**src/rtl/ps2_pkg.sv**
```systemverilog
// Shared PS/2 definitions: FSM state encoding, error codes, 50 MHz timing defaults
// and the parity helper. Imported by both the host transmitter and the receive path.
package ps2_pkg;

    // Host transmitter states
    typedef enum logic [2:0] {
        IDLE      = 3'd0,
        INHIBIT   = 3'd1,
        REQ       = 3'd2,
        XFER      = 3'd3,
        WAIT_IDLE = 3'd4
    } ps2_state_e;

    // err_code values reported alongside tx_err
    localparam logic [1:0] ERR_NONE    = 2'b00;
    localparam logic [1:0] ERR_NACK    = 2'b01;
    localparam logic [1:0] ERR_TIMEOUT = 2'b10;

    // Timing defaults for a 50 MHz system clock
    localparam int unsigned INHIBIT_CYCLES_50M = 5000;    // 100 us clock inhibit
    localparam int unsigned TIMEOUT_CYCLES_50M = 750000;  // 15 ms release-to-ACK limit
    localparam int unsigned FILTER_LEN_50M     = 8;

    // Width of the transfer timeout counter; must hold TIMEOUT_CYCLES
    localparam int unsigned TMO_W = 20;

    // Odd parity: the 9-bit word {par, data} always carries an odd number of ones
    function automatic logic odd_parity(input logic [7:0] data);
        return ~^data;
    endfunction

endpackage

```
**src/rtl/ps2_sync_filter.sv**
```systemverilog
// PS/2 pin conditioning: 2-flop synchronizer, optional glitch filter that accepts a
// new level only after FILTER_LEN consecutive equal samples, and a one-cycle pulse
// on every accepted 1->0 transition. BYPASS=1 keeps only the synchronizer.
module ps2_sync_filter #(
    parameter int unsigned FILTER_LEN = 8,
    parameter bit          BYPASS     = 1'b0
) (
    input  logic clk,
    input  logic rst,
    input  logic pin,
    output logic level,
    output logic fall
);

    localparam int unsigned      CW   = $clog2(FILTER_LEN + 1);
    localparam logic [CW-1:0]    LAST = CW'(FILTER_LEN - 1);

    logic [1:0] sync_q;
    logic       sync_s;

    // Two-stage synchronizer; resets to the idle (high) bus level
    always_ff @(posedge clk or posedge rst) begin
        if (rst) begin
            sync_q <= 2'b11;
        end else begin
            sync_q <= {sync_q[0], pin};
        end
    end

    assign sync_s = sync_q[1];

    if (BYPASS) begin : g_bypass
        logic prev_q;

        // Previous synchronized level for edge detection
        always_ff @(posedge clk or posedge rst) begin
            if (rst) begin
                prev_q <= 1'b1;
            end else begin
                prev_q <= sync_s;
            end
        end

        assign level = sync_s;
        assign fall  = prev_q & ~sync_s;
    end else begin : g_filter
        logic [CW-1:0] cnt_q;
        logic          level_q;
        logic          fall_q;

        // Count consecutive samples that disagree with the accepted level
        always_ff @(posedge clk or posedge rst) begin
            if (rst) begin
                cnt_q   <= '0;
                level_q <= 1'b1;
                fall_q  <= 1'b0;
            end else if (sync_s == level_q) begin
                cnt_q  <= '0;
                fall_q <= 1'b0;
            end else if (cnt_q == LAST) begin
                cnt_q   <= '0;
                level_q <= sync_s;
                fall_q  <= ~sync_s;
            end else begin
                cnt_q  <= cnt_q + CW'(1);
                fall_q <= 1'b0;
            end
        end

        assign level = level_q;
        assign fall  = fall_q;
    end

endmodule

```
**src/rtl/ps2_host_tx.sv**
```systemverilog
// Host-to-device PS/2 command transmitter. Performs request-to-send (clock inhibit,
// start bit), shifts one byte LSB first with odd parity and stop bit on the
// device-generated clock, then checks the device ACK. Lines are driven open-drain
// through the *_oe outputs; the pads live in the level above.
module ps2_host_tx
    import ps2_pkg::*;
#(
    parameter int unsigned INHIBIT_CYCLES = INHIBIT_CYCLES_50M,
    parameter int unsigned TIMEOUT_CYCLES = TIMEOUT_CYCLES_50M,
    parameter int unsigned FILTER_LEN     = FILTER_LEN_50M
) (
    input  logic       CLK_50M,
    input  logic       RST,
    input  logic [7:0] tx_data,
    input  logic       tx_valid,
    output logic       tx_ready,
    output logic       busy,
    output logic       tx_done,
    output logic       tx_err,
    output logic [1:0] err_code,
    input  logic       ps2_clk_in,
    input  logic       ps2_data_in,
    output logic       ps2_clk_oe,
    output logic       ps2_data_oe
);

    localparam int unsigned       INH_W     = $clog2(INHIBIT_CYCLES + 1);
    localparam logic [INH_W-1:0]  INH_LAST  = INH_W'(INHIBIT_CYCLES - 1);
    localparam logic [TMO_W-1:0]  TMO_LIMIT = TMO_W'(TIMEOUT_CYCLES);
    // Falls are numbered from 1; the 11th (bit_cnt already 10) carries the ACK
    localparam logic [3:0]        ACK_IDX   = 4'd10;

    ps2_state_e        state_q, state_d;
    logic [7:0]        byte_q;
    logic              par_q;
    logic [INH_W-1:0]  inh_cnt_q;
    logic [3:0]        bit_cnt_q;
    logic [TMO_W-1:0]  tmo_cnt_q;
    logic              data_oe_q;
    logic [1:0]        err_code_q;

    logic clk_s;
    logic clk_fall;
    logic data_s;
    logic data_fall_unused;

    logic accept;
    logic inh_done;
    logic tmo_hit;
    logic ack_fall;
    logic nack;
    logic line_idle;

    ps2_sync_filter #(
        .FILTER_LEN (FILTER_LEN),
        .BYPASS     (1'b0)
    ) u_clk_filter (
        .clk   (CLK_50M),
        .rst   (RST),
        .pin   (ps2_clk_in),
        .level (clk_s),
        .fall  (clk_fall)
    );

    ps2_sync_filter #(
        .FILTER_LEN (FILTER_LEN),
        .BYPASS     (1'b1)
    ) u_data_sync (
        .clk   (CLK_50M),
        .rst   (RST),
        .pin   (ps2_data_in),
        .level (data_s),
        .fall  (data_fall_unused)
    );

    assign accept    = tx_valid && (state_q == IDLE);
    assign inh_done  = (state_q == INHIBIT) && (inh_cnt_q == INH_LAST);
    assign tmo_hit   = ((state_q == XFER) || (state_q == WAIT_IDLE)) && (tmo_cnt_q == TMO_LIMIT);
    assign ack_fall  = (state_q == XFER) && clk_fall && (bit_cnt_q == ACK_IDX);
    // Timeout takes priority over a coincident ACK-slot fall
    assign nack      = ack_fall && data_s && !tmo_hit;
    assign line_idle = clk_s && data_s;

    // State register
    always_ff @(posedge CLK_50M or posedge RST) begin
        if (RST) begin
            state_q <= IDLE;
        end else begin
            state_q <= state_d;
        end
    end

    // Next-state logic
    always_comb begin
        state_d = state_q;
        unique case (state_q)
            IDLE: begin
                if (accept) state_d = INHIBIT;
            end
            INHIBIT: begin
                if (inh_done) state_d = REQ;
            end
            REQ: begin
                state_d = XFER;
            end
            XFER: begin
                if (tmo_hit) begin
                    state_d = IDLE;
                end else if (ack_fall) begin
                    state_d = data_s ? IDLE : WAIT_IDLE;
                end
            end
            WAIT_IDLE: begin
                if (tmo_hit || line_idle) state_d = IDLE;
            end
            default: state_d = IDLE;
        endcase
    end

    // Outputs: line enables from state, completion/abort pulses in the deciding cycle
    always_comb begin
        tx_ready    = (state_q == IDLE);
        busy        = (state_q != IDLE);
        ps2_clk_oe  = (state_q == INHIBIT) || (state_q == REQ);
        ps2_data_oe = (state_q == REQ) || ((state_q == XFER) && data_oe_q);
        tx_done     = (state_q == WAIT_IDLE) && line_idle && !tmo_hit;
        tx_err      = tmo_hit || nack;
        err_code    = err_code_q;
        if (tmo_hit) begin
            err_code = ERR_TIMEOUT;
        end else if (nack) begin
            err_code = ERR_NACK;
        end
    end

    // Datapath: command latch, inhibit/bit/timeout counters, data line enable
    always_ff @(posedge CLK_50M or posedge RST) begin
        if (RST) begin
            byte_q     <= '0;
            par_q      <= 1'b0;
            inh_cnt_q  <= '0;
            bit_cnt_q  <= '0;
            tmo_cnt_q  <= '0;
            data_oe_q  <= 1'b0;
            err_code_q <= ERR_NONE;
        end else begin
            err_code_q <= err_code;
            unique case (state_q)
                IDLE: begin
                    if (accept) begin
                        byte_q    <= tx_data;
                        par_q     <= odd_parity(tx_data);
                        inh_cnt_q <= '0;
                    end
                end
                INHIBIT: begin
                    inh_cnt_q <= inh_cnt_q + INH_W'(1);
                end
                REQ: begin
                    bit_cnt_q <= '0;
                    tmo_cnt_q <= '0;
                    // Start bit stays on the line until the device's first fall
                    data_oe_q <= 1'b1;
                end
                XFER: begin
                    tmo_cnt_q <= tmo_cnt_q + TMO_W'(1);
                    if (clk_fall) begin
                        bit_cnt_q <= bit_cnt_q + 4'd1;
                        if (bit_cnt_q < 4'd8) begin
                            data_oe_q <= ~byte_q[bit_cnt_q[2:0]];
                        end else if (bit_cnt_q == 4'd8) begin
                            data_oe_q <= ~par_q;
                        end else if (bit_cnt_q == 4'd9) begin
                            data_oe_q <= 1'b0;
                        end
                    end
                end
                WAIT_IDLE: begin
                    tmo_cnt_q <= tmo_cnt_q + TMO_W'(1);
                end
                default: ;
            endcase
        end
    end

endmodule
```
**config.mk**
```make
export PLATFORM = sky130hd
export DESIGN_NAME = ps2_host_tx
export DESIGN_NICKNAME = d
export VERILOG_FILES = /design/src/rtl/ps2_pkg.sv /design/src/rtl/ps2_sync_filter.sv /design/src/rtl/ps2_host_tx.sv
export SDC_FILE = /design/constraint.sdc
export NUM_CORES = 1
export LEC_CHECK = 0
export CAP_MARGIN = 20
export CORE_ASPECT_RATIO = 0.8
export CORE_MARGIN = 5
export CORE_UTILIZATION = 63
export DETAILED_ROUTE_END_ITERATION = 8
export PLACE_DENSITY = 0.85
export SYNTH_ARGS = -nofsm -noshare
export SYNTH_HDL_FRONTEND = slang
export SYNTH_SLANG_ARGS = --single-unit
export TNS_END_PERCENT = 10
```
**constraint.sdc**
```tcl
create_clock -name CLK_50M -period 2.9 [get_ports CLK_50M]
set_clock_uncertainty 0.05 [all_clocks]
set_input_delay 0.435 -clock CLK_50M [delete_from_list [all_inputs] [get_ports CLK_50M]]
set_output_delay 0.435 -clock CLK_50M [all_outputs]
set_load 0.03 [all_outputs]
```
* Word-level counts from Yosys, hierarchy flattened
Index checks and enable logic that the tools add are counted.
** Word-level totals
- Logic and storage cells :: 95
- Bits in registers :: 62
** Cells by class
- $lt $le $gt $ge :: 2
- Bitwise operators :: 4
- $add $sub $neg :: 4
- Mux-type cells :: 25
- Reduce and logical (&&, ||, !) cells :: 30
- Equality and inequality tests :: 17
** Operators with widths (count)
- $pmux 20 s2 :: 1
- $pmux 13 s2 :: 1
- $add 20x1->20 const B :: 1
- $eq 20x20->1 const B :: 1
- $mux 3 :: 6
- $pmux 3 s5 :: 1
- $add 13x1->13 const B :: 1
- $eq 13x13->1 const B :: 1
- $mux 13 :: 1
- $eq 4x4->1 const B :: 3
- $mux 4 :: 3
- $logic_and 1x1->1 :: 11
- $add 4x1->4 const B :: 2
- $pmux 4 s2 :: 1
- $reduce_and 2->1 :: 4
- $reduce_xnor 8->1 :: 1
- $mux 1 :: 7
- $eq 3x2->1 const B :: 2
- $reduce_bool 2->1 :: 3
- $logic_or 1x1->1 :: 5
- $eq 4x3->1 const B :: 1
- $lt 3x4->1 const B :: 1
- $lt 4x4->1 const B :: 1
- $mux 2 :: 2
- 16 further kinds :: 21

* Logic depth before layout (Yosys ltp)
Gate-level depths: netlist of run 1.
- Depth in word-level cells :: 7
- Mapped depth :: 7

* Hierarchy
From an unflattened synthesis of run 1, not the netlist that was laid out.
** Unflattened totals
- Cells, all modules :: 304
- Area, all modules :: 3249.4 um^2
** Modules (own cells, without submodules)
- ps2_host_tx :: instances 1, cells each 277, area an instance 2837.7 um^2
- ps2_sync_filter (u_clk_filter) :: instances 1, cells each 22, area an instance 315.3 um^2
- ps2_sync_filter (u_data_sync) :: instances 1, cells each 5, area an instance 96.3 um^2

* Worst setup path before layout of run 1
Ideal clock, no wire load.
- Path type :: flip-flop to output port
- Start point :: register state_q[1]
- End point :: output port tx_err
- Path buffers :: 1
- Data arrival time :: 1775 ps
- Setup slack :: 640 ps
- Stages on the path, launching flop included :: 6
- Cell sequence :: dfrtp_1 > or3b_1 > buf_2 > a21oi_1 > nor4b_2 > nand2b_1
** On the way
- Longest elaborated chain between the ends :: 6
** RTL lines
- from (decl) :: line ps2_host_tx.sv:33 : ps2_state_e state_q, state_d;
- from (signal assigned) :: line ps2_host_tx.sv:89 : state_q <= state_d;
- $eq 3x2->1 / $eq 3x3->1 (equally long branches) :: line ps2_host_tx.sv:78, ps2_host_tx.sv:79
- $logic_and 1x1->1 / $logic_or 1x1->1 (equally long branches) :: line ps2_host_tx.sv:79, ps2_host_tx.sv:78
- $logic_and 1x1->1, on equally long branches :: line ps2_host_tx.sv:79, ps2_host_tx.sv:78
- $logic_and 1x1->1 / $logic_not 1->1 (equally long branches) :: line ps2_host_tx.sv:81 : assign nack = ack_fall && data_s && !tmo_hit;
- $logic_and 1x1->1 :: line ps2_host_tx.sv:81
- $logic_or 1x1->1 * :: line ps2_host_tx.sv:127 : tx_err = tmo_hit || nack;
- to (decl) :: line ps2_host_tx.sv:19 : output logic tx_err,
Every way passes the cells marked *; elsewhere a longest branch is shown, timed or not.

* Worst setup path in the final report of run 1
- Start point :: register state_q[2]
- End point :: output port ps2_clk_oe
** On the way
- Longest elaborated chain between the ends :: 2
** RTL lines
- $eq 3x1->1 / $eq 3x2->1 (equally long branches) :: line ps2_host_tx.sv:124 : ps2_clk_oe = (state_q == INHIBIT) || (state_q == REQ);
- $logic_or 1x1->1 * :: line ps2_host_tx.sv:124
- to (decl) :: line ps2_host_tx.sv:23 : output logic ps2_clk_oe,
Marked as above.

==> results.md, run 1 <==
* WL/cell at 15.60 µm
* Longest Clk Path Bufs at 2
* Startpoint Class: flip-flop
* Post-route cell area at 0.003628 mm²
* # resized after CTS at 2
* PnR worst setup slack at about 110 ps
* Synth-to-layout area growth at 14.44%
* First-pass GRT wire length at 11650 µm
* WP data arrival at 2300 ps
* Vias/cell at 6.159
* CTS buffer count at 9
* DRC viols at 0
* Hold Buf Count CTS at 0
* Gr ovfl total at 0
* Number of global-route vias before repair at 2478
* Top_reg_cell synth: dfrtp_1
* Yosys reg bits at 62
* Final critical-path required period at 2787 ps
* Clock power share at 0.386
* Area of placed instances at 0.003463 mm²
* Share of cells above drive strength 1 at 0.1040
* Fin cells at just over 400
* Hold slack final at between 300 and 400 ps
* Cell count after synthesis at 311
* CP required at 2410 ps
* Largest net degree at the start of global routing at between 60 and 70
* Most common cell after layout, fill and taps aside: dfrtp_1
* Initial antenna violation count at 0
* CTS tree: yes
* Worst Hold Class: reg -> reg
* Placed Cells at 392
* Total track usage at 0.2295
* Sw power at between 0.4 and 0.5 mW
* Internal Dissipation at around 1.3 mW
* Power Dens Cells at 466.4 mW/mm²
* H-tree depth at 3
* Area of the mapped netlist at 0.003171 mm²
* Post-CTS setup buffer count at 0
* Rows at 23
* Yosys synthesis warning count at 0
* Setup crit end kind: output port
* Drt first pass iters at 4
* Sum Neg Setup Slack at 0 ps
* Fin. max-slew vios at 0
* Peak supply drop at 0.3726 mV
* I/O Buffers at 20
* Nets at 362
* Detailed router's first-iteration violation count at roughly 150
* Critical Path Fanout Max at 11
* Clock sinks at 62
* Switching share of power at 0.2394
* Clk root buf: clkbuf_8
* Period utilization at 0.9609
* Via count at 2513
* Fmax at ~360 MHz
* Leak pwr at 1.716 nW
* Max-slew headroom at 0.4916
* Commonest cells after routing, fill and taps aside: 57 x dfrtp_1, 39 x nand2_1, 19 x nor2_1
* Status: finished clean
* Post-synthesis sequential area ratio at 0.4913
* Fin util at 0.7331
* Hold Fails Final Rpt at 0
* Die width at just under 90 µm
* I/O pin total at 21
* Post-synthesis cell type count at 54
* DP Worst Slack at 316.4 ps
* Starting Density at 0.6405
* Maxcap violations at 0
* Routability cong. at 0.8616
* Clk slew on worst S/H paths at 70 ps
* Asr flop ratio synth at 1.000
* Number of flops mapped to enable cells by yosys at 0
* Core ar. at 0.004950 mm²
* Syn Nets at 332
* Sequential share of power at 0.543
* Dpl hpwl at 4395 µm
* Worst Setup Path Type: reg -> out
* Die ar. at about 0.0066 mm²
* Synthesized area per cell at 10.19 µm²
* Final ANT Viol Nets at 0
* RSZ-0062 raised after global routing: false
* N_diodes at 0
* Clk_lat worst skew at 330 ps
* # setup viols final at 0
* Die Y at 73.45 µm
* Power, Total at 1.692 mW
* Post-Route WL at 6366 µm
* Comb pwr share at 0.071
* Tightest Pin Transition at 762.6 ps
[power groups by stage]
stage | Combinational [mW] | Sequential [mW] | Clock, mW
3_5_place_dp | 0.121 | 0.936 | 0
4_1_cts | 0.124 | 0.920 | 0.669
5_1_grt | 0.133 | 0.925 | 0.720
6_report | 0.120 | 0.919 | 0.653
3_3_place_gp | 0.112 | 0.935 | 0
2_1_floorplan | 0.0787 | 0.931 | 0
[per-layer routing]
layer / global-route usage / wire length (µm) / part of all wire / vias up
li1: - / - / - / 1195
met1: 0.3139 / 2964 / 0.47 / 1211
met2: 0.3459 / 2893 / 0.45 / 91
met3: 0.07623 / 408 / 0.064 / 16
met4: 0.07438 / 100 / 0.016 / 0
met5: 0 / 0 / 0 / -
[logic make-up (layout without fill, tap and decap cells)]
| kind of cell | count (synthesis) | after routing | synth area share |
|---|---|---|---|
| AOI/OAI and AO/OA | 53 | 53 | 0.1113 |
| xor gates and xnor gates | 12 | 12 | 0.03315 |
| adders and majority gates | 8 | 8 | 0.03157 |
| buffers and inverters | 21 | 56 | 0.02565 |
| DFF | 62 | 62 | 0.4913 |
| muxes | 27 | 27 | 0.09668 |
| and+or+nand+nor | 128 | 128 | 0.2103 |
[synthesized netlist by cell type (all sizes together), types with 4 or more instances]
cell type	n	share of area
a21o	4	0.0095
a21oi	7	0.011
a31oi	6	0.012
and3	6	0.012
clkbuf	6	0.0071
dfrtp	57	0.45
dfstp	5	0.041
ha	8	0.032
inv	13	0.015
mux2	9	0.032
mux2i	16	0.051
nand2	39	0.046
nand3	17	0.027
nand4	10	0.020
nor2	19	0.022
nor3	6	0.0095
o211ai	4	0.0095
o21ai	13	0.021
o31ai	4	0.0095
xnor2	8	0.022
xor2	4	0.011
[path summary, 6_finish.rpt]
path,from,end,slack [ps],depth (start not counted)
setup / recovery,state_q[2]$_DFFE_PP0P_,ps2_clk_oe,110,5
hold / removal,u_data_sync.sync_q[0]$_DFF_PP1_,u_data_sync.sync_q[1]$_DFF_PP1_,310,0
setup reg to reg,state_q[2]$_DFFE_PP0P_,tmo_cnt_q[19]$_DFFE_PP0P_,660,5
hold reg to reg,u_data_sync.sync_q[0]$_DFF_PP1_,u_data_sync.sync_q[1]$_DFF_PP1_,310,0
max in group asynchronous,RST,byte_q[2]$_DFFE_PP0P_,1710,3
min in group asynchronous,RST,tmo_cnt_q[7]$_DFFE_PP0P_,600,3
[critical path, cell delays in order (launching register included)]
cell and delay (ps):
dfrtp_1 460, nand2b_1 250, nor2_1 330, nor2_1 160, inv_1 100, clkdlybuf4s50_1 680
[final cells by class]
class                           instances  area (µm²)
Clock buffer                           12       145.1
Sequential cell                        62        1558
Timing Repair Buffer                   27       245.2
Clock inverter                          4       22.52
Tap cell                               62       77.57
Multi-Input combinational cell        228        1531
Fill cell                             355        1321
Inverter                               13       48.80
[registers in the layout (all words and copies together), names as in the netlist]
| register | cells |
|---|---|
| u_clk_filter.fall | 1 |
| bit_cnt_q | 4 |
| err_code_q | 2 |
| inh_cnt_q | 13 |
| u_data_sync.sync_q | 2 |
| data_oe_q | 1 |
| u_clk_filter.level | 1 |
| u_clk_filter.g_filter.cnt_q | 4 |
| par_q | 1 |
| state_q | 3 |
| u_clk_filter.sync_q | 2 |
| tmo_cnt_q | 20 |
| byte_q | 8 |
Power figures use the tool's default switching activity.
==> run 2: changes to the inputs <==
--- a/config.mk
+++ b/config.mk
@@ -9,8 +9,9 @@
 export CORE_ASPECT_RATIO = 0.8
 export CORE_MARGIN = 5
 export CORE_UTILIZATION = 63
+export CTS_CLUSTER_DIAMETER = 120
 export DETAILED_ROUTE_END_ITERATION = 8
-export PLACE_DENSITY = 0.85
+export PLACE_DENSITY = 0.84
 export SYNTH_ARGS = -nofsm -noshare
 export SYNTH_HDL_FRONTEND = slang
 export SYNTH_SLANG_ARGS = --single-unit
==> run 2 against run 1 <==
Compared with the run above:
- first-iteration DRC count decreased by 43%
- via count fell by 3.1%
- highest routed layer unchanged
- largest cell class unchanged
- sequential share of layout area fell by 0.18 points
- critical path depth increased by 1
==> results.md, run 2 (synthesis results as in run 1) <==
* Initial antenna violation count at 0 (unchanged)
* Worst reg-to-reg path cell count at 5 (unchanged)
* Period utilization at 0.9455 (was 0.9609)
* Gr ovfl total at 0 (unchanged)
* H-tree depth at 3 (unchanged)
* Hold Fails Final Rpt at 0 (unchanged)
* WP data arrival at 2260 ps (was 2300 ps)
* RSZ-0062 raised after global routing: false (unchanged)
* Worst Hold Class: reg -> reg (unchanged)
* Detailed router's first-iteration violation count at 87 (was 152)
* Die Y at 73.45 µm (unchanged)
* Status: finished clean (unchanged)
* CTS tree: yes (unchanged)
* Leading registers by flop count: tmo_cnt_q: 20 flops, inh_cnt_q: 13 flops, byte_q: 8 flops (unchanged)
* Fin cells at 408 (unchanged)
* Clk root buf: clkbuf_8 (unchanged)
* Nets at 362 (unchanged)
* Critical Path Fanout Max at 11 (unchanged)
* I/O Buffers at 20 (unchanged)
* Setup crit end kind: output port (unchanged)
* Placed Cells at 392 (unchanged)
* Total track usage at 0.2202 (was 0.2295)
* WL/cell at 15.56 µm (was 15.60 µm)
* Fin util at 0.7361 (was 0.7331)
* Fmax at 364.7 MHz (was 358.9 MHz)
* Most common cell after layout, fill and taps aside: dfrtp_1 (unchanged)
* DRC viols at 0 (unchanged)
* Core ar. at 0.004950 mm² (unchanged)
* Final critical-path required period at 2742 ps (was 2787 ps)
* Maxcap violations at 0 (unchanged)
* Sw power at 0.4061 mW (was 0.4052 mW)
* CTS buffer count at 9 (unchanged)
* Comb pwr share at 0.068 (was 0.071)
* Rows at 23 (unchanged)
* Worst Setup Path Type: reg -> out (unchanged)
* Post-Route WL at 6350 µm (was 6366 µm)
* Die ar. at 0.006560 mm² (unchanged)
* # setup viols final at 0 (unchanged)
* Max-slew headroom at 0.5335 (was 0.4916)
* Switching share of power at 0.2399 (was 0.2394)
* Top Metal Used: met4 (unchanged)
* Metal-1 WL at 2908 µm (was 2964 µm)
* N_diodes at 0 (unchanged)
* First-pass GRT wire length at 10830 µm (was 11650 µm)
* Routability cong. at 0.8357 (was 0.8616)
* Clk_lat worst skew at 350 ps (was 330 ps)
* Clock power share at 0.387 (was 0.386)
* WL met2 at 2975 µm (was 2893 µm)
* Via count at 2435 (was 2513)
* Synth-to-layout area growth at 14.92% (was 14.44%)
* Dpl hpwl at 4445 µm (was 4395 µm)
* Die width at 89.32 µm (unchanged)
* I/O pin total at 21 (unchanged)
* CP required at 2410 ps (about the same)
* Number of global-route vias before repair at 2306 (was 2478)
* DP Worst Slack at 304.3 ps (was 316.4 ps)
* Drt first pass iters at 4 (unchanged)
* Clk slew on worst S/H paths at 70 ps (about the same)
* Internal Dissipation at 1.287 mW (about the same)
* Longest Clk Path Bufs at 2 (unchanged)
* Sequential share of power at 0.544 (was 0.543)
* Startpoint Class: flip-flop (unchanged)
* Sum Neg Setup Slack at 0 ps (unchanged)
* Peak supply drop at 0.3713 mV (was 0.3726 mV)
* Layout fillers at 362 (was 355)
* Max reg flops at 20 (unchanged)
* Most flops, register: tmo_cnt_q (unchanged)
* Final ANT Viol Nets at 0 (unchanged)
* Starting Density at 0.6405 (unchanged)
* Share of cells above drive strength 1 at 0.1069 (was 0.1040)
* PnR worst setup slack at 158.0 ps (was 113.5 ps)
* Vias/cell at 5.968 (was 6.159)
* Largest net degree at the start of global routing at 35 (was 63)
* Clock sinks at 62 (unchanged)
* Leak pwr at 1.721 nW (was 1.716 nW)
* Power Dens Cells at 464.6 mW/mm² (was 466.4 mW/mm²)
* Hold Path Cell Cnt at 0 (unchanged)
* Commonest cells after routing, fill and taps aside: 57 x dfrtp_1, 39 x nand2_1, 18 x nor2_1 (was 57 x dfrtp_1, 39 x nand2_1, 19 x nor2_1)
* Met3 WL at 343 µm (was 408 µm)
* Tightest Pin Transition at 698.0 ps (was 762.6 ps)
* Fin. max-slew vios at 0 (unchanged)
[run 2: changes by cell type in the layout (fill, tap and decap cells not counted)]
cell	change
nor2_2	+1
nor2_1	-1
buf_12	+1
buf_4	-1
[run 2: what timing repair did]
action	in CTS	in global routing
buffers inserted	0	0
gates resized for setup	2	1
hold buffers	0	0
setup endpoints to repair	2	1
pin swaps	0	0
[run 2: stage by stage]
stage	area [µm²]	power (mW)	hold slack, ps
after CTS	3641	1.711	314.5
final	3643	1.693	311.9
after floorplan	3171	1.009	295.2
after global placement	3476	1.051	296.9
after detailed placement	3476	1.054	305.5
after global routing	3643	1.765	318.7
[run 2: per-layer routing]
layer	vias up	track usage
li1	1188	-
met1	1166	0.2865
met2	69	0.3418
met3	12	0.07623
met4	0	0.08099
met5	-	0
[run 2: power by group through the flow]
stage	registers (mW)	logic (mW)	clock network [mW]
2_1_floorplan	0.931	0.0787	0
3_3_place_gp	0.936	0.115	0
3_5_place_dp	0.937	0.117	0
4_1_cts	0.921	0.118	0.671
5_1_grt	0.924	0.127	0.713
6_report	0.922	0.115	0.656
[run 2: worst max-delay path, cell delays in order (launching register included)]
cell and delay, ps:
dfrtp_1 490, or3b_1 410, a21oi_1 180, nor4b_2 220, buf_4 190, a21oi_1 50
dlygate4sd2_1 360
[run 2: worst paths after layout]
check / to / start / slack (ps)
worst min-delay path: u_clk_filter.sync_q[1]$_DFF_PP1_ / u_clk_filter.sync_q[0]$_DFF_PP1_ / 310
max in group asynchronous: u_data_sync.sync_q[0]$_DFF_PP1_ / RST / 1680
worst min register to register: u_clk_filter.sync_q[1]$_DFF_PP1_ / u_clk_filter.sync_q[0]$_DFF_PP1_ / 310
min in group asynchronous: tmo_cnt_q[3]$_DFFE_PP0P_ / RST / 440
worst max-delay path: err_code[0] / state_q[2]$_DFFE_PP0P_ / 160
worst max register to register: tmo_cnt_q[19]$_DFFE_PP0P_ / state_q[2]$_DFFE_PP0P_ / 640
[run 2: cell type report]
type / instances / area (µm²) / area share
flip-flops and latches: 62 / 1558 / 0.4275
multi-input cells: 228 / 1534 / 0.4210
repair buffers: 27 / 257.7 / 0.07074
clock buffers: 12 / 145.1 / 0.03984
well taps: 62 / 77.57 / 0.02129
inverters: 13 / 48.80 / 0.01339
clock inverters: 4 / 22.52 / 0.006181
